**src/rtl/varredura_matriz_pkg.sv**
```systemverilog
// Shared constants and helpers for the LED matrix / display scan controller.
// Scan code 0 selects digit D1; codes 1..7 select rows L1..L7.
package scan_pkg;

    localparam int SCAN_W = 3;
    localparam int NUM_SW = 5;
    localparam logic [SCAN_W-1:0] ROW_DISPLAY = 3'd0;
    localparam logic [SCAN_W-1:0] ROW_LAST    = 3'd7;

    typedef logic [SCAN_W-1:0] scan_code_t;
    typedef logic [NUM_SW-1:0] char_code_t;

    // Bits needed to hold 0..value-1; never less than one so DIV=1 still gets a counter.
    function automatic int clog2(input int value);
        int w;
        int v;
        w = 0;
        v = value - 1;
        while (v > 0) begin
            w = w + 1;
            v = v >> 1;
        end
        return (w < 1) ? 1 : w;
    endfunction

endpackage

```
**src/rtl/varredura_matriz_if.sv**
```systemverilog
// Switch inputs and scan/character outputs of the scan controller.
// master is the controller side, slave is the consumer (decoders or bench).
interface varredura_matriz_if;
    import scan_pkg::*;

    char_code_t sw_in;
    logic A1, B1, C1;
    logic A, B, C, D, E;
    logic tick;
    logic frame_start;

    modport master (
        input  sw_in,
        output A1, B1, C1, A, B, C, D, E, tick, frame_start
    );

    modport slave (
        output sw_in,
        input  A1, B1, C1, A, B, C, D, E, tick, frame_start
    );

endinterface

```
**src/rtl/varredura_matriz_debounce_bit.sv**
```systemverilog
// Tick-based debouncer for one synchronized switch bit: the stable value only
// follows the input after DEB_TICKS consecutive differing scan ticks.
module debounce_bit
    import scan_pkg::*;
#(
    parameter int DEB_TICKS = 8
) (
    input  logic clk,
    input  logic rst,
    input  logic tick_i,
    input  logic sync_i,
    output logic stable_o
);

    localparam int CW = clog2(DEB_TICKS);

    logic [CW-1:0] cnt_q, cnt_d;
    logic          stable_q, stable_d;

    always_comb begin
        cnt_d    = cnt_q;
        stable_d = stable_q;
        if (tick_i) begin
            if (sync_i == stable_q) begin
                cnt_d = '0;
            end else if (cnt_q == CW'(DEB_TICKS - 1)) begin
                stable_d = sync_i;
                cnt_d    = '0;
            end else begin
                cnt_d = cnt_q + 1'b1;
            end
        end
    end

    always_ff @(posedge clk) begin
        if (rst) begin
            cnt_q    <= '0;
            stable_q <= 1'b0;
        end else begin
            cnt_q    <= cnt_d;
            stable_q <= stable_d;
        end
    end

    assign stable_o = stable_q;

endmodule

```
**src/rtl/varredura_matriz.sv**
```systemverilog
// Scan controller: prescaler, 8-step row/digit scan counter, switch sync and
// debounce, and a character latch that only updates at frame boundaries.
module varredura_matriz
    import scan_pkg::*;
#(
    parameter int DIV       = 50000,
    parameter int DEB_TICKS = 8
) (
    input  logic clk,
    input  logic rst,
    varredura_matriz_if.master bus
);

    localparam int CNT_W = clog2(DIV);

    logic [CNT_W-1:0] cnt_q, cnt_d;
    logic             tick_d, tick_q;
    scan_code_t       row_q, row_d;
    char_code_t       sync1_q, sync2_q;
    char_code_t       stable_w;
    char_code_t       char_q, char_d;
    logic             frame_start_d, frame_start_q;

    // tick_d is the internal step strobe; tick_q is its registered copy, so the
    // scan code and the tick output change on the same edge.
    always_comb begin
        tick_d        = (cnt_q == CNT_W'(DIV - 1));
        cnt_d         = tick_d ? '0 : cnt_q + 1'b1;
        row_d         = row_q;
        frame_start_d = 1'b0;
        char_d        = char_q;
        if (tick_d) begin
            row_d = (row_q == ROW_LAST) ? ROW_DISPLAY : row_q + 1'b1;
            if (row_q == ROW_LAST) begin
                frame_start_d = 1'b1;
                // stable_w is still the pre-update value on this edge
                char_d        = stable_w;
            end
        end
    end

    always_ff @(posedge clk) begin
        if (rst) begin
            cnt_q         <= '0;
            tick_q        <= 1'b0;
            row_q         <= ROW_DISPLAY;
            sync1_q       <= '0;
            sync2_q       <= '0;
            char_q        <= '0;
            frame_start_q <= 1'b0;
        end else begin
            cnt_q         <= cnt_d;
            tick_q        <= tick_d;
            row_q         <= row_d;
            sync1_q       <= bus.sw_in;
            sync2_q       <= sync1_q;
            char_q        <= char_d;
            frame_start_q <= frame_start_d;
        end
    end

    generate
        for (genvar gi = 0; gi < NUM_SW; gi++) begin : g_deb
            debounce_bit #(
                .DEB_TICKS (DEB_TICKS)
            ) u_deb (
                .clk      (clk),
                .rst      (rst),
                .tick_i   (tick_d),
                .sync_i   (sync2_q[gi]),
                .stable_o (stable_w[gi])
            );
        end
    endgenerate

    assign {bus.A1, bus.B1, bus.C1}           = row_q;
    assign {bus.A, bus.B, bus.C, bus.D, bus.E} = char_q;
    assign bus.tick                            = tick_q;
    assign bus.frame_start                     = frame_start_q;

endmodule

```
**src/flat_wrapper.sv**
```systemverilog
// flat-port wrapper written by rule: the top's interface ports become plain ports
module varredura_matriz_flat import scan_pkg::*;
#(
    parameter int DIV       = 50000,
    parameter int DEB_TICKS = 8
)
  (clk, rst, bus_sw_in, bus_A1, bus_B1, bus_C1, bus_A, bus_B, bus_C, bus_D, bus_E, bus_tick, bus_frame_start);
  varredura_matriz_if bus_i ();
  input  logic clk;
  input  logic rst;
  input wire logic [$bits(bus_i.sw_in)-1:0] bus_sw_in;
  output wire logic [$bits(bus_i.A1)-1:0] bus_A1;
  output wire logic [$bits(bus_i.B1)-1:0] bus_B1;
  output wire logic [$bits(bus_i.C1)-1:0] bus_C1;
  output wire logic [$bits(bus_i.A)-1:0] bus_A;
  output wire logic [$bits(bus_i.B)-1:0] bus_B;
  output wire logic [$bits(bus_i.C)-1:0] bus_C;
  output wire logic [$bits(bus_i.D)-1:0] bus_D;
  output wire logic [$bits(bus_i.E)-1:0] bus_E;
  output wire logic [$bits(bus_i.tick)-1:0] bus_tick;
  output wire logic [$bits(bus_i.frame_start)-1:0] bus_frame_start;
  assign bus_i.sw_in = bus_sw_in;
  assign bus_A1 = bus_i.A1;
  assign bus_B1 = bus_i.B1;
  assign bus_C1 = bus_i.C1;
  assign bus_A = bus_i.A;
  assign bus_B = bus_i.B;
  assign bus_C = bus_i.C;
  assign bus_D = bus_i.D;
  assign bus_E = bus_i.E;
  assign bus_tick = bus_i.tick;
  assign bus_frame_start = bus_i.frame_start;
  varredura_matriz #(.DIV(DIV), .DEB_TICKS(DEB_TICKS)) u_core (.clk(clk), .rst(rst), .bus(bus_i));
endmodule
```
**config.mk**
```make
export PLATFORM = sky130hd
export DESIGN_NAME = varredura_matriz_flat
export DESIGN_NICKNAME = d
export VERILOG_FILES = /design/src/rtl/varredura_matriz_pkg.sv /design/src/rtl/varredura_matriz_if.sv /design/src/rtl/varredura_matriz_debounce_bit.sv /design/src/rtl/varredura_matriz.sv /design/src/flat_wrapper.sv
export SDC_FILE = /design/constraint.sdc
export NUM_CORES = 1
export LEC_CHECK = 0
export ABC_AREA = 1
export BUFFER_PORTS_ARGS = -buffer_cell sky130_fd_sc_hd__buf_2
export CAP_MARGIN = 10
export CORE_ASPECT_RATIO = 0.9
export CORE_MARGIN = 1.5
export CORE_UTILIZATION = 64
export DETAILED_ROUTE_END_ITERATION = 10
export GPL_TIMING_DRIVEN = 0
export HOLD_SLACK_MARGIN = 0.08
export PLACE_DENSITY = 0.86
export SLEW_MARGIN = 15
export SYNTH_ARGS = -nofsm -noshare
export SYNTH_HDL_FRONTEND = slang
export SYNTH_SLANG_ARGS = --single-unit
```
**constraint.sdc**
```tcl
create_clock -name clk -period 4.15 [get_ports clk]
set_input_delay 0.2075 -clock clk [delete_from_list [all_inputs] [get_ports clk]]
set_output_delay 0.2075 -clock clk [all_outputs]
set_load 0.01 [all_outputs]
```
==> flow_summary.yaml, run 1 <==
timing:
  fin_crit_ns: 1.64
  max_freq_mhz: 610
  rsz0062_at_grt: "false"
  period_share_pct: 39.5
  slew_headroom_pct: 67.9
  finClkSkew_ns: 0.00814
  setup_slack_ns: 2.51
  drv_slew: 0
  finalSetupViolCount: 0
  hold_violations: 0
  tightest_slew_ns: 0.478
  tns_ns: 0
synthesis:
  async_reset_ff_share_pct: 0
  synth_area_um2: 2670
  ys_seq_area_share_pct: 41.9
  syn_nets: 378
  yosysTopAreaCell: "dfxtp_1"
  yosysUniqueCellTypes: 31
  avgSynthCellArea_um2: 7.47
  synthFlopType: "dfxtp_1"
  synth_warnings: 0
  synth_top_cell_area_share_pct: 41.9
  synth_area_leaders: "dfxtp_1 (42%), nand2_1 (11%), inv_1 (7.7%), nor2_1 (7.3%), ha_1 (6.1%)"
  synth_cells: 358
  synth-edff-count: 0
  synth_seq_cells: 56
pwr:
  p_total_mw: 0.883
  power-per-cell-area_nw_per_um2: 304
  ir_worst_vdd_mv: 0.339
  power_leakage_nw: 1.32
global_routing:
  grt_pass1_wl_um: 8650
  gr-usage-met3_pct: 6.31
  track_usage_pct: 24.0
  grt_max_degree: 17
  gr-usage-met2_pct: 36.6
  grt_pass1_vias: 1998
  busiest_layer: "met2"
  met1_usage_pct: 32.2
  grt_overflow_total: 0
  antenna_found_initial: 0
place:
  port_buffers: 16
  detailed_place_hpwl_um: 3780
  gp_congestion: 0.853
  dp_slack_ns: 2.56
  placed_area_um2: 2810
critical_path:
  crit_chain: "ha_1 -> nand3_4 -> nor2_4 -> nand2_4 -> nand2_2 -> buf_4 -> a21oi_1"
  critical_path_required_ns: 4.36
  cp_max_fo: 10
  reg2reg_from: "u_core.cnt_q[0]"
  setup.worst_path.start_class: "flip-flop"
  end_kind: "flip-flop"
  critPathMaxStageDelay_ns: 0.36
  startpoint: "u_core.cnt_q[0]"
  cpMaxStageDelayCell: "dfxtp_1"
  cp.arrival_ns: 1.84
  crit_type: "reg2reg"
final_layout:
  post-route-cell-area_um2: 2910
  diodes: 0
  area_growth_syn_to_layout_pct: 8.71
  drive_above_1_share_pct: 14.4
  fin_nets: 401
  fillCellCount: 319
run:
  drv_cap: 0
clock_network:
  hold_buffers: 0
  clockBufferDepth: 2
  htree_levels: 2
  cts_sinks: 56
  root_buffer: "clkbuf_8"
  clk_pin_slew_worst_paths_ns: 0.09
  cts_tree: "done"
  clk_latency_ns: 0.31
  post_cts_resized: 0
  cts_setup_buffers: 0
  cts_buffers: 5
detailed_routing:
  via_per_inst: 5.14
  drc: 0
  avgRoutedWirePerCell_um: 11.8
  vias: 2211
  finalWirelength_um: 5060
  antenna_left: 0
  drtIter0Drc: 151
  firstDrtPassIters: 4
floorplanning:
  io-pin-count: 17
  initial_core_util_pct: 66.0
  die_h_um: 64.3
  rows: 22
  die_width_um: 71.1
  dieArea_um2: 4570
  core_um2: 4050
min_path:
  min-delay-start: "bus_sw_in[2]"
  hp-class: "in2reg"
run_status:
  status: "completed"
cell type report:
type / count / area [um2] / area share (%)
multi-input combinational: 237 / 1270 / 43.9
inverter: 57 / 214 / 7.36
buffer: 8 / 62.6 / 2.15
clock inverter: 2 / 10.0 / 0.345
clock buffer: 6 / 82.6 / 2.84
sequential: 56 / 1120 / 38.6
timing repair buffer: 16 / 80.1 / 2.76
tap: 48 / 60.1 / 2.07
worst max-delay path, delay by kind of cell (launching register included):
kind                       cells  cell delay (ns)
AOI/OAI and AO/OA              1             0.06
adders and majority gates      1             0.24
buffers and inverters          1             0.22
DFF                            1             0.36
and+or+nand+nor                4             0.65
path summary, 6_finish.rpt:
kind	endpoint	slack, ns	depth (start not counted)
max	u_core.cnt_q[12]	2.51	7
max reg2reg	u_core.cnt_q[12]	2.51	7
min	u_core.sync1_q[2]	0.09	3
min reg2reg	u_core.sync2_q[2]	0.41	2
metal layers:
layer	routed length [um]	vias to the layer above	share of wire (%)
li1	-	1172	-
met1	2500	979	49
met5	0	-	0
met4	105	0	2.1
met3	259	11	5.1
met2	2190	49	43
metrics by stage:
stage                     std cells  util (%)  hold WS [ns]
after global routing            430      71.8        0.0841
after global placement          422      69.5         0.389
final                           430      71.8        0.0919
after floorplan                 358         -         0.279
after CTS                       430      71.8        0.0871
after detailed placement        422      69.5         0.395
state kept, by name (all words and copies together) (netlist names):
| signal | count |
|---|---|
| u_core.bus.frame_start | 1 |
| u_core.bus.tick | 1 |
| u_core.char_q | 5 |
| u_core.cnt_q | 16 |
| u_core.g_deb.u_deb.cnt_q | 15 |
| u_core.g_deb.u_deb.stable_o | 5 |
| u_core.row_q | 3 |
| u_core.sync1_q | 5 |
| u_core.sync2_q | 5 |
layout by cell type, fill, tap and decap left out, drive strengths merged, types with 7 or more instances in the layout:
cell     n
nand3   38
nand2   82
nand4   14
nor2    59
ha      13
buf     23
dfxtp   56
nor3     8
inv     57
clkbuf   7
a21oi    8
power by group:
| group | internal [mW] | leakage (nW) | switching [mW] |
|---|---|---|---|
| Sequential | 0.544 | 0.454 | 0.00383 |
| Clock | 0.134 | 0.0510 | 0.171 |
| Combinational | 0.0102 | 0.820 | 0.0203 |
cell usage after synthesis (3+ instances only):
cell type,n
nand2_1,78
dfxtp_1,56
inv_1,55
nor2_1,52
nand3_1,28
nand4_1,14
ha_1,13
nand3_2,9
a21oi_1,8
nor3_1,7
nor2_2,4
o21ai_0,4
xor2_1,4
nand2_2,3
xnor2_1,3
logic make-up after synthesis:
group / Yosys count / synth area share [%]
simple gates: 205 / 37.1
fa+ha+maj: 13 / 6.09
flops: 56 / 41.9
compound gates: 12 / 2.25
xor+xnor: 7 / 2.29
buf+inv: 65 / 10.3
Note: power is estimated with default switching activity, not from simulation.
==> inputs of run 2 (changes only) <==
--- a/config.mk
+++ b/config.mk
@@ -10,11 +10,11 @@
 export CAP_MARGIN = 10
 export CORE_ASPECT_RATIO = 0.9
 export CORE_MARGIN = 1.5
-export CORE_UTILIZATION = 64
+export CORE_UTILIZATION = 54
 export DETAILED_ROUTE_END_ITERATION = 10
 export GPL_TIMING_DRIVEN = 0
 export HOLD_SLACK_MARGIN = 0.08
-export PLACE_DENSITY = 0.86
+export PLACE_DENSITY = 0.78
 export SLEW_MARGIN = 15
 export SYNTH_ARGS = -nofsm -noshare
 export SYNTH_HDL_FRONTEND = slang
==> constraint.sdc (replaced) <==
create_clock -name clk -period 1.3 [get_ports clk]
set_input_delay 0.065 -clock clk [delete_from_list [all_inputs] [get_ports clk]]
set_output_delay 0.065 -clock clk [all_outputs]
set_load 0.01 [all_outputs]
==> run 2 against run 1 <==
  * The run now ends with negative setup slack left
  * Combinational power grew to 5.0 times the previous value
  * Worst setup slack worse by 2.6 ns
  * Final cell count rose by 11%
  * Largest cell class unchanged
  * Maximum frequency is 17% higher
  * Flip-flop and latch count unchanged
  * Count of clock-buffer cells in the layout did not move
  * Largest power group unchanged
  * Cell area up 18%
==> flow_summary.yaml, run 2 (synthesis results as in run 1) <==
final_layout:
  largest_reg_flops: 16
  seqCellArea_um2: 1140
  area_growth_syn_to_layout_pct: 28.5
  multi_input_area_um2: 1480
  mostFrequentLayoutCell: "nand2_1"
  fin_nets: 430
  drive_above_1_share_pct: 29.9
  diodes: 0
  top_regs: "u_core.cnt_q (16), u_core.g_deb.u_deb.cnt_q (15)"
  final_cell_mix: "nand2_1 (68), inv_1 (55), nor2_1 (46)"
  top_register: "u_core.cnt_q"
  fillCellCount: 342
timing:
  period_share_pct: 108
  finalSetupViolCount: 35
  fin_crit_ns: 1.40
  finClkSkew_ns: 0.00582
  setup_slack_ns: -0.102
  max_freq_mhz: 713
  slew_headroom_pct: 63.4
  hold_violations: 0
  drv_slew: 0
  rsz0062_at_grt: "true"
  tns_ns: -2.27
  hold_ws_ns: 0.149
  tightest_slew_ns: 0.549
pwr:
  pwr-share-comb_pct: 5.3
  p_int_mw: 2.23
  power_frac_clock_pct: 33.6
  seqPwrFrac_pct: 61.1
  power-per-cell-area_nw_per_um2: 836
  ir_worst_vdd_mv: 0.797
  power_leakage_nw: 1.54
  p_sw_share_pct: 22.2
  p_total_mw: 2.87
  p_sw_mw: 0.638
critical_path:
  crit_type: "reg2reg"
  end_kind: "flip-flop"
  critical_path_required_ns: 1.54
  r2r_slack_ns: -0.10
  crit_chain: "nor2_2 -> nand2_2 -> nor2_4 -> buf_4 -> buf_4 -> nand3_1 -> nand2_1 -> inv_1 -> nor2_1"
  worst-path-buf-inv: 3
  cp.arrival_ns: 1.65
  cpMaxStageDelayCell: "dfxtp_2"
  setup.worst_path.start_class: "flip-flop"
  critPathMaxStageDelay_ns: 0.35
  cp_max_fo: 4
  critPathMostFrequentCell: "buf_4"
  cp_top_family: "simple AND/OR/NAND/NOR gates"
place:
  gp_congestion: 0.858
  port_buffers: 16
  dp_slack_ns: -0.188
  detailed_place_hpwl_um: 3630
clock_network:
  htree_levels: 2
  cts_buffers: 5
  clockBufferDepth: 2
  cts_sinks: 56
  clk_pin_slew_worst_paths_ns: 0.09
  cts_tree: "done"
  clk_latency_ns: 0.30
  root_buffer: "clkbuf_8"
floorplanning:
  die_width_um: 77.2
  io-pin-count: 17
  rows: 24
  core_um2: 4800
  dieArea_um2: 5380
  initial_core_util_pct: 55.6
  die_h_um: 69.7
run_status:
  violations: "negative setup slack"
  status: "complete, but fails checks"
detailed_routing:
  antenna_left: 0
  vias: 2455
  firstDrtPassIters: 6
  drtIter0Drc: 212
  finalWirelength_um: 6170
  via_per_inst: 5.16
  drc: 0
  avgRoutedWirePerCell_um: 13.0
global_routing:
  grt_overflow_total: 0
  grt_pass1_vias: 2187
  track_usage_pct: 21.3
  grt_pass1_wl_um: 9340
  grt_max_degree: 17
  antenna_found_initial: 0
run:
  drv_cap: 0
min_path:
  hp-class: "in2reg"
==> run 2: cell types whose count changed in the layout (fill, tap and decap cells not counted), moves of 6 or more <==
cell / delta
buf_4: +16
dfxtp_1: -12
dfxtp_2: +12
nand2_1: -10
nand2_2: +9
nand3_1: -7
dlygate4sd3_1: +6
nor2_1: -6
nor2_4: +6
==> run 2: worst reg2reg max path: stages (launching register included) <==
cell and delay (ns):
dfxtp_2 0.35, nor2_2 0.12, nand2_2 0.11, nor2_4 0.18, buf_4 0.13, buf_4 0.11
nand3_1 0.08, nand2_1 0.11, inv_1 0.06, nor2_1 0.10
==> run 2: path summary, 6_finish.rpt <==
kind | from | endpoint | depth (start not counted)
max | u_core.cnt_q[13] | u_core.g_deb[2].u_deb.stable_o | 9
min | rst | u_core.bus.tick | 3
max reg2reg | u_core.cnt_q[13] | u_core.g_deb[2].u_deb.stable_o | 9
min reg2reg | u_core.sync1_q[1] | u_core.sync2_q[1] | 2
==> run 2: final cells by class <==
cell class / instances / area share [%]
multi-input combinational: 238 / 43.0
sequential: 56 / 33.1
timing repair buffer: 44 / 10.3
inverter: 57 / 6.23
clock buffer: 6 / 2.41
tap: 65 / 2.37
buffer: 8 / 2.30
clock inverter: 2 / 0.292
==> run 2: repair_timing <==
action | CTS | global route
cloned | 2 | 1
endpoints found under the setup margin | 42 | 46
gates resized for setup | 19 | 44
setup buffers | 9 | 11
hold buffers | 6 | 0
endpoints found under the hold margin | 5 | 0
pin swaps | 8 | 11
==> run 2: through the flow <==
step | area [um2] | utilization [%] | instances
floorplan | 2690 | - | 358
global placement | 2850 | 59.4 | 439
detailed placement | 2850 | 59.4 | 439
CTS | 3170 | 66.0 | 464
global route | 3430 | 71.5 | 476
finish | 3430 | 71.5 | 476
==> run 2: metal layers <==
| metal | global-route usage, % | part of all wire [%] | vias up | wire, um |
|---|---|---|---|---|
| li1 | - | - | 1234 | - |
| met1 | 28.4 | 45 | 1114 | 2760 |
| met2 | 35.7 | 49 | 94 | 3030 |
| met3 | 3.95 | 5.1 | 13 | 312 |
| met4 | 5.45 | 1.2 | 0 | 72 |
| met5 | 0 | 0 | - | 0 |
==> run 2: power groups by stage <==
stage / Combinational, mW / Sequential, mW / Clock [mW]
after floorplan: 0.0707 / 1.79 / 0
after global placement: 0.0980 / 1.79 / 0
after detailed placement: 0.100 / 1.79 / 0
after CTS: 0.120 / 1.75 / 0.981
after global routing: 0.167 / 1.76 / 1.03
final: 0.152 / 1.75 / 0.964
==> inputs of run 3 (changes only) <==
--- a/config.mk
+++ b/config.mk
@@ -5,16 +5,15 @@
 export SDC_FILE = /design/constraint.sdc
 export NUM_CORES = 1
 export LEC_CHECK = 0
-export ABC_AREA = 1
 export BUFFER_PORTS_ARGS = -buffer_cell sky130_fd_sc_hd__buf_2
 export CAP_MARGIN = 10
 export CORE_ASPECT_RATIO = 0.9
 export CORE_MARGIN = 1.5
-export CORE_UTILIZATION = 54
+export CORE_UTILIZATION = 53
 export DETAILED_ROUTE_END_ITERATION = 10
 export GPL_TIMING_DRIVEN = 0
 export HOLD_SLACK_MARGIN = 0.08
-export PLACE_DENSITY = 0.78
+export PLACE_DENSITY = 0.77
 export SLEW_MARGIN = 15
 export SYNTH_ARGS = -nofsm -noshare
 export SYNTH_HDL_FRONTEND = slang
==> run 3 against run 2 <==
  * The flow still finishes with violations (negative setup slack)
  * Combinational power down 15%
  * Maximum frequency decreased by 27%
  * Synthesized area fell by 12%
  * Global-route usage rose by 0.63 points
  * Flip-flop and latch count stayed put
  * Synthesized cell count fell by 32%
  * Sequential share of layout area increased by 3.0 points
  * Register-to-register slack got worse by 0.52 ns
  * Clock power is 57% higher
  * Die area fell by 9.6%
  * Wire length fell by 15%
  * First-iteration DRC count shrank 67%
  * Critical endpoint is now u_core.g_deb[1].u_deb.cnt_q[0]
  * Largest cell class unchanged
  * Largest power group unchanged
==> flow_summary.yaml, run 3 <==
run:
  drv_cap: 0
timing:
  finClkSkew_ns: 0.0108
  hold_violations: 0
  drv_slew: 0
  finalSetupViolCount: 45
  max_freq_mhz: 520
  tightest_slew_ns: 0.714
  slew_headroom_pct: 52.4
  period_share_pct: 148
  fin_crit_ns: 1.92
  setup_slack_ns: -0.624
  hold_ws_ns: 0.257
  rsz0062_at_grt: "true"
pwr:
  ir_worst_vdd_mv: 0.892
  p_sw_mw: 0.628
  power-per-cell-area_nw_per_um2: 1070
  p_int_mw: 2.75
  p_sw_share_pct: 18.6
  pwr-share-comb_pct: 3.8
  seqPwrFrac_pct: 51.6
  power_leakage_nw: 1.28
  power_frac_clock_pct: 44.6
final_layout:
  area_growth_syn_to_layout_pct: 34.1
  top_regs: "u_core.cnt_q (16), u_core.g_deb.u_deb.cnt_q (15)"
  fin_nets: 306
  mostFrequentLayoutCell: "dfxtp_1"
  utilization_pct: 75.7
  top_register: "u_core.cnt_q"
  diodes: 0
  drive_above_1_share_pct: 33.8
  largest_reg_flops: 16
  final_cell_mix: "dfxtp_1 (46), nor2_1 (20), buf_2 (17)"
critical_path:
  crit_chain: "or4bb_4 -> nor4_4 -> buf_6 -> buf_8 -> mux2i_1 -> nor2_1"
  cp.arrival_ns: 2.10
  cp_top_family: "simple AND/OR/NAND/NOR gates"
  cp_max_fo: 5
  cpMaxStageDelayCell: "or4bb_4"
  worst-path-buf-inv: 2
  critical_path_required_ns: 1.48
  setup.worst_path.start_class: "flip-flop"
  end_kind: "flip-flop"
  crit_type: "reg2reg"
  critPathMaxStageDelay_ns: 0.54
floorplanning:
  rows: 22
  initial_core_util_pct: 56.4
  die_width_um: 73.4
  dieArea_um2: 4860
  core_um2: 4180
  io-pin-count: 17
  die_h_um: 66.3
detailed_routing:
  via_per_inst: 5.42
  antenna_left: 0
  drc: 0
  avgRoutedWirePerCell_um: 15.1
  drtIter0Drc: 71
  firstDrtPassIters: 4
  finalWirelength_um: 5250
  vias: 1880
clock_network:
  cts_buffers: 5
  clk_latency_ns: 0.31
  htree_levels: 2
  cts_tree: "done"
  cts_sinks: 56
  clk_pin_slew_worst_paths_ns: 0.09
  root_buffer: "clkbuf_8"
  clockBufferDepth: 2
synthesis:
  synth_area_um2: 2360
  synth.top_cells.by_count: "dfxtp_1 (56), nor2_1 (29), a21oi_1 (15), xnor2_1 (15), nand2_1 (14)"
  synth_seq_cells: 56
  yosysMostFrequentCell: "dfxtp_1"
  synthFlopType: "dfxtp_1"
  avgSynthCellArea_um2: 9.76
  synth_warnings: 0
  synth_area_leaders: "dfxtp_1 (47%), ha_1 (6.9%), xnor2_1 (5.6%), mux2i_1 (5.5%), nor2_1 (4.6%)"
  syn_nets: 262
  async_reset_ff_share_pct: 0
  yosysUniqueCellTypes: 31
  yosysTopAreaCell: "dfxtp_1"
  synth_top_cell_area_share_pct: 47.5
  synth_cells: 242
  ys_seq_area_share_pct: 47.5
  synth-edff-count: 0
global_routing:
  grt_pass1_vias: 1706
  grt_max_degree: 18
  antenna_found_initial: 0
  track_usage_pct: 22.0
  grt_pass1_wl_um: 8140
  grt_overflow_total: 0
run_status:
  status: "complete, but fails checks"
  violations: "negative setup slack"
place:
  port_buffers: 16
  detailed_place_hpwl_um: 2970
  gp_congestion: 0.756
min_path:
  hp-class: "in2reg"
-- run 3: worst min-delay path: cells and delay by family --
| family | cells | cell delay [ns] |
|---|---|---|
| buffers and inverters | 2 | 0.29 |
| AO/OA/AOI/OAI | 1 | 0.18 |
-- run 3: logic make-up after synthesis --
logic type | Yosys count | share of synthesized area [%]
simple gates | 106 | 24.4
flops | 56 | 47.5
compound gates | 20 | 5.30
xor+xnor | 19 | 7.05
buf+inv | 15 | 3.39
mux | 13 | 5.51
fa+ha+maj | 13 | 6.89
-- run 3: metal layers --
layer  track usage (%)  up-vias  share of wire [%]
met5                 0        -                  0
met3              4.57       12                4.9
met2              36.7       58                 47
met1              29.1      890                 47
li1                  -      920                  -
met4              5.09        0                1.9
-- run 3: what timing repair did --
item / 4_1_cts / 5_1_grt
pin swaps: 4 / 15
resized for setup: 28 / 33
setup buffers: 11 / 1
hold endpoints to repair: 5 / 0
gates cloned: 4 / 1
hold buffers: 5 / 0
setup endpoints to repair: 45 / 45
-- run 3: power groups by stage --
stage          Clock [mW]  Sequential (mW)  Combinational, mW
6_report             1.51             1.75              0.129
5_1_grt              1.60             1.75              0.141
4_1_cts              1.53             1.74              0.122
3_5_place_dp            0             1.79             0.0897
3_3_place_gp            0             1.79             0.0878
2_1_floorplan           0             1.79             0.0624
-- run 3: path summary, 6_finish.rpt --
check | start | endpoint | slack (ns) | depth (start not counted)
worst max-delay path | u_core.cnt_q[7] | u_core.g_deb[1].u_deb.cnt_q[0] | -0.62 | 6
worst min-delay path | rst | u_core.g_deb[0].u_deb.stable_o | 0.26 | 3
worst max register to register | u_core.cnt_q[7] | u_core.g_deb[1].u_deb.cnt_q[0] | -0.62 | 6
worst min register to register | u_core.sync1_q[0] | u_core.sync2_q[0] | 0.45 | 1
-- run 3: area by class of cell --
| type | instances | area, um2 |
|---|---|---|
| flip-flops and latches | 56 | 1140 |
| clock buffers | 5 | 68.8 |
| clock inverters | 3 | 90.1 |
| fillers | 268 | 1020 |
| inverters | 5 | 18.8 |
| plain buffers | 9 | 82.6 |
| well taps | 60 | 75.1 |
| repair buffers | 38 | 328 |
| multi-input cells | 171 | 1360 |
-- run 3: per-stage QoR --
stage,total power [mW],setup WS (ns),cells,setup TNS [ns],instance area [um2]
6_report,3.38,-0.624,347,-24.74,3170
5_1_grt,3.49,-0.686,347,-27.61,3170
4_1_cts,3.39,-0.589,346,-23.64,3000
3_5_place_dp,1.88,-0.700,318,-25.60,2560
3_3_place_gp,1.88,-0.680,318,-24.30,2560
2_1_floorplan,1.85,-0.436,242,-17.42,2410
